## src/rtl/soc_io_pkg.sv

```systemverilog
// Shared I/O constants and helpers for the pin front end and enable_gen.
package soc_io_pkg;

  localparam int CLK_PERIOD_NS = 20;
  localparam int DEBOUNCE_NS   = 30_000_000;
  localparam int SAMPLE_DIV    = 1000;

  // Ceiling log2; returns 0 for values of 0 or 1.
  function automatic int clog2(input int value);
    int r;
    r = 0;
    for (int i = 0; i < 31; i++) begin
      if ((1 << i) < value) r = i + 1;
    end
    return r;
  endfunction

endpackage

```

## src/rtl/debounce_channel.sv

```systemverilog
// One input channel: sync chain, tick-driven debounce counter, edge pulses.
// The sticky event flop exists only when INPUT_CONDITIONER_STICKY_EN is defined.
module debounce_channel
  import soc_io_pkg::*;
#(
  parameter int   SYNC_STAGES      = 2,
  parameter int   DEBOUNCE_SAMPLES = 1,
  parameter logic RESET_VALUE      = 1'b0
) (
  input  logic clk,
  input  logic resetn,
  input  logic i_tick,
  input  logic i_sig,
  input  logic i_clear,
  output logic o_sig,
  output logic o_rise,
  output logic o_fall,
  output logic o_event
);

  localparam int CNT_W = (clog2(DEBOUNCE_SAMPLES) < 1) ? 1 : clog2(DEBOUNCE_SAMPLES);
  localparam logic [CNT_W-1:0] CNT_LAST = CNT_W'(DEBOUNCE_SAMPLES - 1);

  logic [SYNC_STAGES-1:0] r_sync;
  logic [CNT_W-1:0]       r_cnt;
  logic                   r_sig;
  logic                   r_rise;
  logic                   r_fall;
  logic                   w_s;

  assign w_s = r_sync[SYNC_STAGES-1];

  always_ff @(posedge clk or negedge resetn) begin
    if (!resetn) r_sync <= {SYNC_STAGES{RESET_VALUE}};
    else         r_sync <= {r_sync[SYNC_STAGES-2:0], i_sig};
  end

  // Any cycle where the synced level agrees with the output restarts the count.
  always_ff @(posedge clk or negedge resetn) begin
    if (!resetn) begin
      r_cnt  <= '0;
      r_sig  <= RESET_VALUE;
      r_rise <= 1'b0;
      r_fall <= 1'b0;
    end else begin
      r_rise <= 1'b0;
      r_fall <= 1'b0;
      if (w_s == r_sig) begin
        r_cnt <= '0;
      end else if (i_tick) begin
        if (r_cnt == CNT_LAST) begin
          r_sig  <= w_s;
          r_cnt  <= '0;
          r_rise <= w_s;
          r_fall <= ~w_s;
        end else begin
          r_cnt <= r_cnt + CNT_W'(1);
        end
      end
    end
  end

  assign o_sig  = r_sig;
  assign o_rise = r_rise;
  assign o_fall = r_fall;

`ifdef INPUT_CONDITIONER_STICKY_EN
  logic r_event;

  // Set has priority so a press is never lost to a coincident clear.
  always_ff @(posedge clk or negedge resetn) begin
    if (!resetn)      r_event <= 1'b0;
    else if (r_rise)  r_event <= 1'b1;
    else if (i_clear) r_event <= 1'b0;
  end

  assign o_event = r_event;
`else
  logic w_unused_clear;
  assign w_unused_clear = i_clear;
  assign o_event        = 1'b0;
`endif

endmodule

```

## src/rtl/input_conditioner.sv

```systemverilog
// N-channel pin front end: shared sample-tick prescaler feeding per-channel debouncers.
// Define INPUT_CONDITIONER_STICKY_EN to build the sticky rise-event register.
module input_conditioner
  import soc_io_pkg::*;
#(
  parameter int           N                 = 8,
  parameter int           SYNC_STAGES       = 2,
  parameter int           CLK_PERIOD_ns     = soc_io_pkg::CLK_PERIOD_NS,
  parameter int           DEBOUNCE_TIMER_ns = soc_io_pkg::DEBOUNCE_NS,
  parameter int           SAMPLE_DIV        = soc_io_pkg::SAMPLE_DIV,
  parameter logic [N-1:0] RESET_VALUE       = '0
) (
  input  logic         clk,
  input  logic         resetn,
  input  logic         enable,
  input  logic [N-1:0] sig_i,
  input  logic [N-1:0] clear_i,
  output logic [N-1:0] sig_o,
  output logic [N-1:0] rise_o,
  output logic [N-1:0] fall_o,
  output logic [N-1:0] event_o
);

  localparam int DEBOUNCE_SAMPLES = DEBOUNCE_TIMER_ns / (CLK_PERIOD_ns * SAMPLE_DIV);
  localparam int PRE_W = (clog2(SAMPLE_DIV) < 1) ? 1 : clog2(SAMPLE_DIV);
  localparam logic [PRE_W-1:0] PRE_LAST = PRE_W'(SAMPLE_DIV - 1);

  if (DEBOUNCE_SAMPLES < 1) begin : g_bad_samples
    $error("input_conditioner: DEBOUNCE_SAMPLES must be at least 1");
  end
  if (SYNC_STAGES < 2) begin : g_bad_sync
    $error("input_conditioner: SYNC_STAGES must be at least 2");
  end
  if (SAMPLE_DIV < 1) begin : g_bad_div
    $error("input_conditioner: SAMPLE_DIV must be at least 1");
  end

  logic [PRE_W-1:0] r_presc;
  logic             w_tick;

  assign w_tick = enable && (r_presc == PRE_LAST);

  always_ff @(posedge clk or negedge resetn) begin
    if (!resetn)     r_presc <= '0;
    else if (enable) r_presc <= w_tick ? '0 : r_presc + PRE_W'(1);
  end

  genvar g_ch;
  for (g_ch = 0; g_ch < N; g_ch++) begin : g_chan
    debounce_channel #(
      .SYNC_STAGES      (SYNC_STAGES),
      .DEBOUNCE_SAMPLES (DEBOUNCE_SAMPLES),
      .RESET_VALUE      (RESET_VALUE[g_ch])
    ) u_chan (
      .clk     (clk),
      .resetn  (resetn),
      .i_tick  (w_tick),
      .i_sig   (sig_i[g_ch]),
      .i_clear (clear_i[g_ch]),
      .o_sig   (sig_o[g_ch]),
      .o_rise  (rise_o[g_ch]),
      .o_fall  (fall_o[g_ch]),
      .o_event (event_o[g_ch])
    );
  end

endmodule
```

## config.mk

```make
export PLATFORM = sky130hd
export DESIGN_NAME = input_conditioner
export DESIGN_NICKNAME = d
export VERILOG_FILES = /design/src/rtl/soc_io_pkg.sv /design/src/rtl/debounce_channel.sv /design/src/rtl/input_conditioner.sv
export SDC_FILE = /design/constraint.sdc
export NUM_CORES = 1
export LEC_CHECK = 0
export CAP_MARGIN = 20
export CORE_MARGIN = 2
export CORE_UTILIZATION = 60
export CTS_BUF_LIST = sky130_fd_sc_hd__clkbuf_8
export CTS_CLUSTER_DIAMETER = 60
export DETAILED_ROUTE_END_ITERATION = 8
export PLACE_DENSITY = 0.86
export SLEW_MARGIN = 0
export SYNTH_ARGS = -nofsm -noshare
export SYNTH_HDL_FRONTEND = slang
export SYNTH_HIERARCHICAL = 1
export SYNTH_SLANG_ARGS = --single-unit
```

## constraint.sdc

```tcl
create_clock -name clk -period 3.4 [get_ports clk]
set_input_delay 0.68 -clock clk [delete_from_list [all_inputs] [get_ports clk]]
set_output_delay 0.68 -clock clk [all_outputs]
set_load 0.01 [all_outputs]
```

# Yosys cells after proc, flatten, opt, wreduce, memory -nomap -nowiden
# Cells that the tools add are included.
op_classes:
  n_reduce_logical: 17
  muxes: 73
  eq_ne: 17
  bitwise_logic: 16
  n_addsub: 9
ops:
  columns: ["operator", "count"]
  rows:
  - ["2-to-1 mux 11 bit", 24]
  - ["adder 11 x 1 -> 11 bit (second input constant)", 8]
  - ["== test 11 bit (second input constant)", 8]
  - ["2-to-1 mux 1 bit", 48]
  - ["AND reduction 3 bit", 8]
  - ["inverter 1 bit", 16]
  - ["nonzero test 2 bit", 8]
  - ["adder 10 x 1 -> 10 bit (second input constant)", 1]
  - ["== test 10 bit (second input constant)", 1]
  - ["2-to-1 mux 10 bit", 1]
  - ["== test 1 bit", 8]
  - ["logical AND 1 bit", 1]
totals:
  reg_bits: 138
  output_inout_bits: 32
  inputBits: 19

# Logic depth before layout (Yosys ltp)
# Gate-level depths: netlist of the first run.
depth:
  depth_word: 4
  ltp_mapped: 8

# Modules after synthesis
# Netlist of the first run, hierarchy kept.
by_module_without_submodules:
  columns: ["mod", "area_per_inst_um2", "cells_per_inst", "instances", "seq_area_each_um2"]
  rows:
  - ["debounce_channel", 854.6, 87, 8, 400.4]
  - ["input_conditioner", 553.0, 54, 1, 250.2]

# Least setup slack after synthesis of the first run
# OpenSTA, ideal clock, no wires.
synth_path:
  kind: "input -> register"
  from: "input port enable"
  to: "register g_chan[0].u_chan.r_cnt[7]"
  t_required_ns: 3.320
  path_slack_ns: 0.997
  n_path_buf: 2
  cell_stages: 7
  arrival_ns: 2.323
  cell_sequence: "buf_2 nand4b_1 nor3_2 buf_2 and2_4 or3b_1 o211ai_2"
synth_via:
  elab_chain_cells: 2
synth_rtl:
  columns: ["element", "line_no", "source"]
  rows:
  - ["start: declaration", "input_conditioner.sv:15", "input logic enable,"]
  - ["logical AND 1 bit", "input_conditioner.sv:41", "assign w_tick = enable && (r_presc == PRE_LAST);"]
  - ["via w_tick", "input_conditioner.sv:39", "logic w_tick;"]
  - ["nonzero test 2 bit (no line)", null, null]
  - ["end signal: assignment", "debounce_channel.sv:57", "r_cnt <= r_cnt + CNT_W'(1);"]
  - ["end: declaration", "debounce_channel.sv:25", "logic [CNT_W-1:0] r_cnt;"]
# The timed path passes the listed nets, and every way through them passes these cells.
# A chain may end at the register's enable or synchronous reset.

# Worst setup path in the final report of the first run
layout_path:
  from: "register r_presc[0]"
  to: "register g_chan[2].u_chan.r_cnt[7]"
layout_via:
  elab_chain_cells: 3
layout_rtl:
  columns: ["element", "line_no", "source"]
  rows:
  - ["start: declaration", "input_conditioner.sv:38", "logic [PRE_W-1:0] r_presc;"]
  - ["start signal: assignment", "input_conditioner.sv:45", "else if (enable) r_presc <= w_tick ? '0 : r_presc + PRE_W'(1);"]
  - ["== test 10 bit", "input_conditioner.sv:41", null]
  - ["logical AND 1 bit", "input_conditioner.sv:41", null]
  - ["via w_tick", "input_conditioner.sv:39", null]
  - ["nonzero test 2 bit (no line)", null, null]
  - ["end signal: assignment", "debounce_channel.sv:57", null]
  - ["end: declaration", "debounce_channel.sv:25", null]
# The timed path passes the listed nets, and every way through them passes these cells.

==> metrics.txt, run 1 <==
status complete, no violations; global-route wire length before repair 25.85 mm; max incr delay on CP 0.43 ns; total power 3.369 mW; HP Class in -> async; Filler cells 914; Die Wd 115.0 um; Final Hold Fails 0; Detailed Route WL 14.77 mm; Initial Util 61.52%; minimum clock period 2.412 ns; CP Cell Sequence ha_1 -> nand4b_1 -> nor3_4 -> buf_12 -> and2_4 -> or3b_1 -> o211ai_2; area grow syn2layout 9.820%; Worst-Margin Slew 0.6760 ns; Finished Cell Area roughly 8100 um^2; post-synthesis cell count 750; worst skew pair latency 0.45 ns; setup repair bufs after CTS 0; setup_tns 0 ns; largest net degree at the start of global routing 74; global-route usage over all layers between 20% and 30%; diode count 0; number of H-tree levels 4; dpl cell area roughly 7700 um^2; Critical Path Fanout Max 73; Top delay family on crit path simple AND/OR/NAND/NOR gates; RR Startpoint r_presc[0]$_DFFE_PN0P_; number of max-slew violations in the final report 0; global route overflow 0; initial DRC count about 430; Bufs and invs on worst path 1; Max Cap Viol 0; nets 795; Post-DP HPWL between 10 and 15 mm; pre-CTS WS 0.5580 ns; P_leak 3.388 nW; layout cells sized above 1 12.44%; Distinct cells, synth 47; top_reg_cell synth dfrtp_1; number of synthesized register bits between 100 and 150; Hold Buf Count CTS 0; Max clock buf depth 2; Worst Path Required between 3 and 4 ns; Critical Path Start r_presc[0]$_DFFE_PN0P_; DRT Pass-1 Iters 5; routed vias 5874; Final period util 70.95%; register area around 3500 um^2; Critical-path top delay cell dfrtp_1; Clock Skews 0.01105 ns; clock sink total approximately 140; WP data arrival 2.78 ns; I/O Pins 51; Via density ~6.3; Clock transition at path regs about 0.080 ns; Die Height 115.0 um; Final setup viols 0; Syn. warnings 6; Placed Cells 895; relative slew slack 54.93%; vias in the first global route 5785; residual DRC count 0; Max Freq 414.5 MHz; Syn Area/Cell 9.853 um^2; ys async rst share 100.0%; Core Box Area 12010 um^2; Hold Slack 0.2491 ns; cell area after synthesis 7390 um^2; Routed WL per cell 15.94 um; Root Buffer clkbuf_8; crit path setup slack, layout between 0.9 and 1 ns; area occupied by multi-input gates 3640 um^2; commonest non-fill, non-tap cell in the layout dfrtp_1; Antenna Violating Nets Remaining 0; crit end category register; initial antenna violation count 0; PD cells 415.1 nW/um^2; syn_nets 778; CTS tree yes; FP Rows 40; Post-synth EDFFs 0; Seq/Total Area, Yosys 46.73%; clock buffer count from CTS 17; Final Non-Filler Cells 927; Core Util, Final 67.56%; IR Drop Worst-Case VDD 0.2736 mV; PostCTS Resize Cnt 0; PortBufs 34; final RePlAce weighted congestion 0.8562; critical path class reg -> reg; startpoint types register; die area 13220 um^2; RSZ-0062 raised after global routing no; commonest cells after routing, fill and taps aside dfrtp_1 (138), nand2_1 (103), o21ai_0 (66)
==> cell families (layout without fill, tap and decap cells) <==
kind of cell | count (synthesis) | count (layout) | share of synthesized area, %
fa+ha+maj | 9 | 9 | 1.524
simple gates | 353 | 353 | 27.41
other cells | 8 | 8 | 0.4064
xor+xnor | 27 | 27 | 4.013
flops | 138 | 138 | 46.73
mux | 9 | 9 | 1.761
compound gates | 163 | 163 | 14.05
buf+inv | 43 | 73 | 4.098
==> worst reg2reg max path, delay by kind of cell (launching register included) <==
| kind | cells | cell delay [ns] |
|---|---|---|
| buffers and inverters | 1 | 0.31 |
| AO/OA/AOI/OAI | 1 | 0.09 |
| adder cells (fa/ha/maj) | 1 | 0.27 |
| flip-flops | 1 | 0.43 |
| AND/OR/NAND/NOR | 4 | 1.25 |
==> path summary, 6_finish.rpt <==
| kind | endpoint | slack (ns) | cells past startpoint |
|---|---|---|---|
| max | g_chan[2].u_chan/r_cnt[7]$_DFFE_PN0P_ | 0.99 | 7 |
| min | g_chan[3].u_chan/o_rise$_DFF_PN0_ | 0.25 | 1 |
| max reg2reg | g_chan[2].u_chan/r_cnt[7]$_DFFE_PN0P_ | 0.99 | 7 |
| min reg2reg | g_chan[1].u_chan/r_sync[1]$_DFF_PN0_ | 0.35 | 0 |
| max in group asynchronous | g_chan[0].u_chan/r_cnt[4]$_DFFE_PN0P_ | 2.43 | 2 |
| min in group clk | g_chan[1].u_chan/r_sync[1]$_DFF_PN0_ | 0.35 | 0 |
==> Yosys cell counts (2+ instances only) <==
master / count / area share, %
buf_6: 8 / 1.2
and3_2: 8 / 0.81
nand4_1: 18 / 1.5
xnor2_1: 10 / 1.2
and4_1: 24 / 2.8
o211ai_2: 8 / 1.4
buf_2: 17 / 1.2
and3_1: 8 / 0.68
o31ai_1: 9 / 0.91
or3_1: 17 / 1.4
buf_4: 16 / 1.6
nand2b_1: 11 / 0.93
xor2_1: 9 / 1.1
nor2_1: 49 / 2.5
dfrtp_1: 138 / 47
or3b_1: 8 / 0.95
and4_4: 8 / 1.2
inv_1: 2 / 0.10
and3b_1: 8 / 0.95
or4_1: 2 / 0.20
a41oi_1: 8 / 0.95
mux2_4: 8 / 1.6
and2_4: 8 / 0.95
o211ai_1: 3 / 0.30
ha_1: 9 / 1.5
nand2_1: 103 / 5.2
nor3b_1: 8 / 0.81
xor2_2: 8 / 1.8
nand3_1: 52 / 3.5
nand2b_4: 8 / 1.5
a21boi_0: 8 / 0.81
a22oi_1: 24 / 2.4
o21ai_0: 66 / 4.5
a21oi_1: 25 / 1.7
a31oi_1: 8 / 0.68
conb_1: 8 / 0.41
nor3_1: 8 / 0.54
==> power breakdown <==
group	leakage (nW)	total, mW	switching [mW]	internal (mW)
sequential	1.87	1.74	0.0581	1.68
clock	0.211	1.44	0.629	0.807
combinational	1.31	0.194	0.125	0.0687
==> registers in the layout, indices dropped and copies added (netlist names) <==
signal                count
g_chan.u_chan/o_sig       8
g_chan.u_chan/r_sync     16
g_chan.u_chan/r_cnt      88
r_presc                  10
g_chan.u_chan/o_rise      8
g_chan.u_chan/o_fall      8
==> area by class of cell <==
class / instances / area share, %
Sequential cell: 138 / 42.55
Timing Repair Buffer: 39 / 4.980
Clock inverter: 14 / 2.205
Inverter: 2 / 0.09251
Tap cell: 147 / 2.266
Multi-Input combinational cell: 569 / 44.85
Clock buffer: 18 / 3.053
==> metal layers <==
metal / GRT usage (%) / share of wire, % / up-vias
met4: 9.719 / 1.4 / 0
met2: 42.24 / 53 / 168
met1: 29.51 / 42 / 2930
met3: 4.481 / 3.8 / 20
li1: - / - / 2756
met5: 0 / 0 / -
(Power assumes the default switching activity.)
==> inputs of run 2 (changes only) <==
--- a/config.mk
+++ b/config.mk
@@ -7,11 +7,11 @@
 export LEC_CHECK = 0
 export CAP_MARGIN = 20
 export CORE_MARGIN = 2
-export CORE_UTILIZATION = 60
+export CORE_UTILIZATION = 55
 export CTS_BUF_LIST = sky130_fd_sc_hd__clkbuf_8
 export CTS_CLUSTER_DIAMETER = 60
 export DETAILED_ROUTE_END_ITERATION = 8
-export PLACE_DENSITY = 0.86
+export PLACE_DENSITY = 0.83
 export SLEW_MARGIN = 0
 export SYNTH_ARGS = -nofsm -noshare
 export SYNTH_HDL_FRONTEND = slang
==> constraint.sdc (replaced) <==
create_clock -name clk -period 2.2 [get_ports clk]
set_input_delay 0.44 -clock clk [delete_from_list [all_inputs] [get_ports clk]]
set_output_delay 0.44 -clock clk [all_outputs]
set_load 0.01 [all_outputs]
==> run 2 against run 1 <==
Net effect:
- cell count is 5.7% higher
- sequential power rose by 55%
- final area grew 1.9%
- fmax is 14% higher
- via count rose by 0.26%
- largest cell class unchanged
- critical path type unchanged
- clock power grew 15%
- global-route usage fell by 2.1 points
- die area grew 8.8%
- clock skew is essentially flat
==> metrics.txt, run 2 (synthesis gave the netlist of run 1 again) <==
Critical Path Fanout Max 25; initial DRC count 498; Clock transition at path regs approximately 0.07 ns; total power about 4.7 mW; Critical Path Start r_presc[6]$_DFFE_PN0P_; commonest cells after routing, fill and taps aside dfrtp_1 (138), nand2_1 (103), o21ai_0 (66); met2 routed WL 7.730 mm; worst hold path endpoint g_chan[1].u_chan/r_sync[1]$_DFF_PN0_; global-route wire length before repair 25.83 mm; IR Drop Worst-Case VDD between 0.3 and 0.4 mV; Root Buffer clkbuf_8; routed vias 5889; Biggest register g_chan.u_chan/r_cnt; I/O Pins 51; setup_tns 0 ns; Antenna Violating Nets Remaining 0; Core Box Area 13190 um^2; Max Freq 474.1 MHz; FP Rows 42; max incr delay on CP ~0.48 ns; WP data arrival 2.48 ns; Top Metal Used met4; Worst Path Required 2.57 ns; routed wl met3 572 um; DRT Pass-1 Iters 5; HP Class reg -> reg; PortBufs 34; CP Cell Sequence nand4_1 -> nor3_4 -> buf_4 -> clkbuf_16 -> nand2_1 -> or3_1 -> a21oi_1; global route overflow 0; global-route usage over all layers 22.01%; WHS Path Cells 0; Routed WL per cell around 15 um; Die Height approximately 120 um; R2R depth 7; WL met1 around 6.5 mm; Initial Util 56.02%; Clock Skews approximately 0.011 ns; relative slew slack 64.75%; minimum clock period ~2.1 ns; Post-DP HPWL ~10 mm; CTS tree yes; area grow syn2layout 11.90%; final RePlAce weighted congestion 0.8629; Worst-Margin Slew 0.5249 ns; initial antenna violation count 0; hold_sp g_chan[1].u_chan/r_sync[0]$_DFF_PN0_; number of H-tree levels 4; layout cells sized above 1 between 10 and 15%; diode count 0; Max Cap Viol 0; largest net degree at the start of global routing 51; Detailed Route WL 15.11 mm; Die Wd 119.9 um; residual DRC count 0; PD cells 565.5 nW/um^2; vias in the first global route a little under 6000; P_leak 3.500 nW; clock sink total roughly 140; FF-to-FF End g_chan[4].u_chan/r_cnt[8]$_DFFE_PN0P_; Via density 6.009; RR Startpoint r_presc[6]$_DFFE_PN0P_; Top delay family on crit path simple AND/OR/NAND/NOR gates; crit end category register; critical path class reg -> reg; Critical-path top delay cell dfrtp_1; nets 822; worst skew pair latency 0.44 ns; startpoint types register; number of max-slew violations in the final report 0; clock buffer count from CTS 17; commonest non-fill, non-tap cell in the layout dfrtp_1; Final setup viols 0; Final period util a little over nine tenths; max reg flops 88; Final Hold Fails 0; Bufs and invs on worst path 2; status complete, no violations; FF-to-FF setup slack 0.09 ns; Max clock buf depth 2; die area 14380 um^2; Top Registers g_chan.u_chan/r_cnt (88), g_chan.u_chan/r_sync (16), r_presc (10)
[run 2: metrics by stage]
step                      instance area (um^2)  utilization [%]  hold slack, ns  worst slack [ns]  instances
after floorplan                           7390                -          0.1444           0.02707        750
after global placement                    7883            59.76          0.3350           -0.1489        945
after detailed placement                  7883            59.76          0.3347           -0.2060        945
after CTS                                 8198            62.15          0.3504           0.03132        975
after global routing                      8269            62.69          0.3573          -0.02588        980
final                                     8269            62.69          0.3486           0.09074        980
[run 2: power breakdown]
group / leakage [nW] / internal (mW) / switching (mW)
sequential: 1.87 / 2.60 / 0.0883
clock: 0.182 / 0.784 / 0.867
combinational: 1.45 / 0.134 / 0.204
[run 2: how the worst max path moves through the flow]
stage	to	slack, ns	cells past startpoint
floorplan	g_chan[0].u_chan/r_cnt[7]$_DFFE_PN0P_	0.03	7
global placement	g_chan[2].u_chan/r_cnt[7]$_DFFE_PN0P_	-0.15	7
detailed placement	g_chan[7].u_chan/r_cnt[7]$_DFFE_PN0P_	-0.21	7
CTS	g_chan[5].u_chan/r_cnt[10]$_DFFE_PN0P_	0.03	8
global route	g_chan[4].u_chan/r_cnt[8]$_DFFE_PN0P_	-0.03	7
finish	g_chan[4].u_chan/r_cnt[8]$_DFFE_PN0P_	0.09	7
[run 2: worst register-to-register path, stage by stage (launching register included)]
cell and delay, ns:
dfrtp_1 0.48, nand4_1 0.26, nor3_4 0.32, buf_4 0.19
clkbuf_16 0.21, nand2_1 0.08, or3_1 0.34, a21oi_1 0.16
[run 2: timing repair]
item / CTS / global route
hold buffers: 1 / 0
endpoints found under the hold margin: 43 / 0
buffers inserted: 0 / 4
resized for setup: 0 / 3
setup endpoints to repair: 0 / 52
[run 2: routing by layer]
| layer | track usage (%) | vias to the layer above |
|---|---|---|
| li1 | - | 2823 |
| met1 | 27.19 | 2897 |
| met2 | 37.46 | 140 |
| met3 | 4.658 | 29 |
| met4 | 9.191 | 0 |
| met5 | 0 | - |
[run 2: cell type report]
class	count	area [um^2]
Tap cell	176	220.2
Fill cell	1041	4921
Timing Repair Buffer	66	630.6
Sequential cell	138	3453
Clock inverter	10	43.79
Inverter	2	7.507
Multi-Input combinational cell	569	3652
Clock buffer	19	261.5
==> inputs of run 3 (changes only) <==
--- a/config.mk
+++ b/config.mk
@@ -15,5 +15,4 @@
 export SLEW_MARGIN = 0
 export SYNTH_ARGS = -nofsm -noshare
 export SYNTH_HDL_FRONTEND = slang
-export SYNTH_HIERARCHICAL = 1
 export SYNTH_SLANG_ARGS = --single-unit
==> run 3 against run 2 <==
Net effect:
- clock skew grew 0.00065 ns
- area after synthesis is 0.85% higher
- critical path depth decreased by 2
- power increased by 23%
- combinational power up 19%
- flip-flop and latch count is the same
- sequential power barely moved
- fmax increased by 0.49%
- utilization is 2.6 points higher
- register-to-register slack barely moved
- sequential share of layout area down 1.8 points
- critical endpoint is now g_chan[4].u_chan.o_sig$_DFFE_PN0P_
==> metrics.txt, run 3 <==
global route overflow 0; Synth area leader dfrtp_1; final RePlAce weighted congestion 0.8894; critical path class reg -> reg; Final Hold Fails 0; Antenna Violating Nets Remaining 0; Max clock buf depth 2; Detailed Route WL 16.08 mm; global-route wire length before repair 27.57 mm; cell area after synthesis 7452 um^2; Worst-Margin Slew 0.6700 ns; Finished Cell Area 8648 um^2; nets about 830; Syn Area/Cell ~10 um^2; top_reg_cell synth dfrtp_1; Max Freq 476.4 MHz; diode count 0; clock buffer count from CTS 17; RSZ-0062 raised after global routing no; vias in the first global route around 6000; count leader, synth dfrtp_1; pre-CTS WS -0.1284 ns; number of max-slew violations in the final report 0; crit path setup slack, layout 0.1010 ns; FP Rows 42; die area 14500 um^2; post-synthesis cell count 741; Synth top cells by count dfrtp_1 (138), a31oi_1 (56), nand3_1 (51), nand2_1 (45), buf_4 (39); PD cells 663.6 nW/um^2; HP Class reg -> reg; Worst Path Required ~2.5 ns; layout cells sized above 1 15.60%; area occupied by multi-input gates 3483 um^2; Die Wd 120.4 um; post-synth top area share 46.34%; number of synthesized register bits 138; global-route usage over all layers 23.52%; Final period util between 90% and 100%; Routed WL per cell 16.24 um; Max Cap Viol 0; max reg flops 88; Placed Cells 957; WP data arrival roughly 2.4 ns; Clock transition at path regs ~0.08 ns; residual DRC count 0; DRT Pass-1 Iters 5; startpoint types register; Via density about 6; Critical Path Fanout Max 3; Filler cells 1025; commonest non-fill, non-tap cell in the layout dfrtp_1; number of H-tree levels 4; crit end category register; CTS tree yes; Final setup viols 0; initial antenna violation count 0; WHS Path Cells 0; minimum clock period 2.099 ns; worst skew pair latency approximately 0.46 ns; register area 3453 um^2; Biggest register g_chan.u_chan.r_cnt; Seq/Total Area, Yosys 46.34%; Final Non-Filler Cells 990; total power 5.739 mW; Root Buffer clkbuf_8; commonest cells after routing, fill and taps aside dfrtp_1 (138), buf_4 (62), a31oi_1 (56); cell types occupying the most area after synthesis dfrtp_1 (46%), a31oi_1 (4.7%), buf_4 (3.9%), nand3_1 (3.4%), and3_1 (3.1%); largest net degree at the start of global routing 49; ys async rst share 100.0%; R2R depth 5; dpl cell area around 8100 um^2; relative slew slack 55.01%; Clock Skews 0.01195 ns; Die Height 120.4 um; Syn. warnings 0; initial DRC count 568; Initial Util 56.27%; setup_tns 0 ns; routed vias ~6100; Core Box Area 13240 um^2; Distinct cells, synth 68; Top Registers g_chan.u_chan.r_cnt (88), g_chan.u_chan.r_sync (16), r_presc (10); Post-synth EDFFs 0; I/O Pins 51; status complete, no violations; setup repair bufs after CTS 0; PortBufs 34; area grow syn2layout 16.05%; clock sink total 138; Post-DP HPWL 11.28 mm; IR Drop Worst-Case VDD a little under 0.4 mV; P_leak 3.758 nW
-- run 3: cell count changes in the layout (fill, tap and decap cells not counted), sizes merged, moves of 18 or more --
cell   change
a22oi     -24
a21oi     -18
and4      -24
and3      +21
nand2     -58
a31oi     +48
o21ai     -45
inv       +19
nor2      -22
buf       +35
-- run 3: cells by family after synthesis --
| family | count (synthesis) | synth area share, % |
|---|---|---|
| xor gates and xnor gates | 20 | 2.350 |
| other | 1 | 0.05032 |
| adders and majority gates | 9 | 1.511 |
| buffers and inverters | 92 | 7.354 |
| and+or+nand+nor | 303 | 24.71 |
| AOI/OAI and AO/OA | 166 | 15.90 |
| DFF | 138 | 46.34 |
| muxes | 12 | 1.780 |
-- run 3: routing by layer --
layer / track usage, % / part of all wire, % / up-vias
met2: 39.12 / 50 / 211
met5: 0 / 0 / -
met1: 30.08 / 43 / 2972
met4: 9.738 / 2.2 / 0
met3: 4.717 / 5.6 / 33
li1: - / - / 2898
-- run 3: critical path: stages, from the launching register on --
cell and delay (ns):
dfrtp_1 0.37, ha_1 0.18, or4b_1 0.44, or4_4 0.47
nor3_4 0.17, mux2_1 0.35
-- run 3: what timing repair did --
item	4_1_cts	5_1_grt
resized for setup	0	2
setup endpoints to repair	0	6
hold endpoints to repair	45	0
hold buffers	1	0
-- run 3: path summary, 6_finish.rpt --
| check | slack [ns] | end | startpoint |
|---|---|---|---|
| max | 0.10 | g_chan[4].u_chan.o_sig$_DFFE_PN0P_ | g_chan[4].u_chan.r_cnt[1]$_DFFE_PN0P_ |
| min reg2reg | 0.35 | g_chan[2].u_chan.r_sync[1]$_DFF_PN0_ | g_chan[2].u_chan.r_sync[0]$_DFF_PN0_ |
| max reg2reg | 0.10 | g_chan[4].u_chan.o_sig$_DFFE_PN0P_ | g_chan[4].u_chan.r_cnt[1]$_DFFE_PN0P_ |
| max in group asynchronous | 1.13 | g_chan[4].u_chan.o_sig$_DFFE_PN0P_ | resetn |
| min | 0.35 | g_chan[2].u_chan.r_sync[1]$_DFF_PN0_ | g_chan[2].u_chan.r_sync[0]$_DFF_PN0_ |
| min in group asynchronous | 0.49 | g_chan[6].u_chan.r_cnt[7]$_DFFE_PN0P_ | resetn |
-- run 3: layout make-up --
cell class	count	area share, %
Clock buffer	20	3.183
Inverter	26	1.128
Timing Repair Buffer	100	10.14
Multi-Input combinational cell	518	40.28
Clock inverter	12	2.792
Tap cell	176	2.546
Sequential cell	138	39.93
-- run 3: stage by stage --
stage | util [%] | hold WS [ns]
floorplan | - | 0.1444
CTS | 65.26 | 0.3514
global placement | 61.28 | 0.3330
global route | 65.31 | 0.3604
detailed placement | 61.28 | 0.3347
finish | 65.31 | 0.3503
-- run 3: power by group --
| group | switching (mW) | internal (mW) | total (mW) |
|---|---|---|---|
| Combinational | 0.230 | 0.171 | 0.402 |
| Sequential | 0.102 | 2.61 | 2.71 |
| Clock | 0.959 | 1.67 | 2.63 |
| Total | 1.29 | 4.45 | 5.74 |
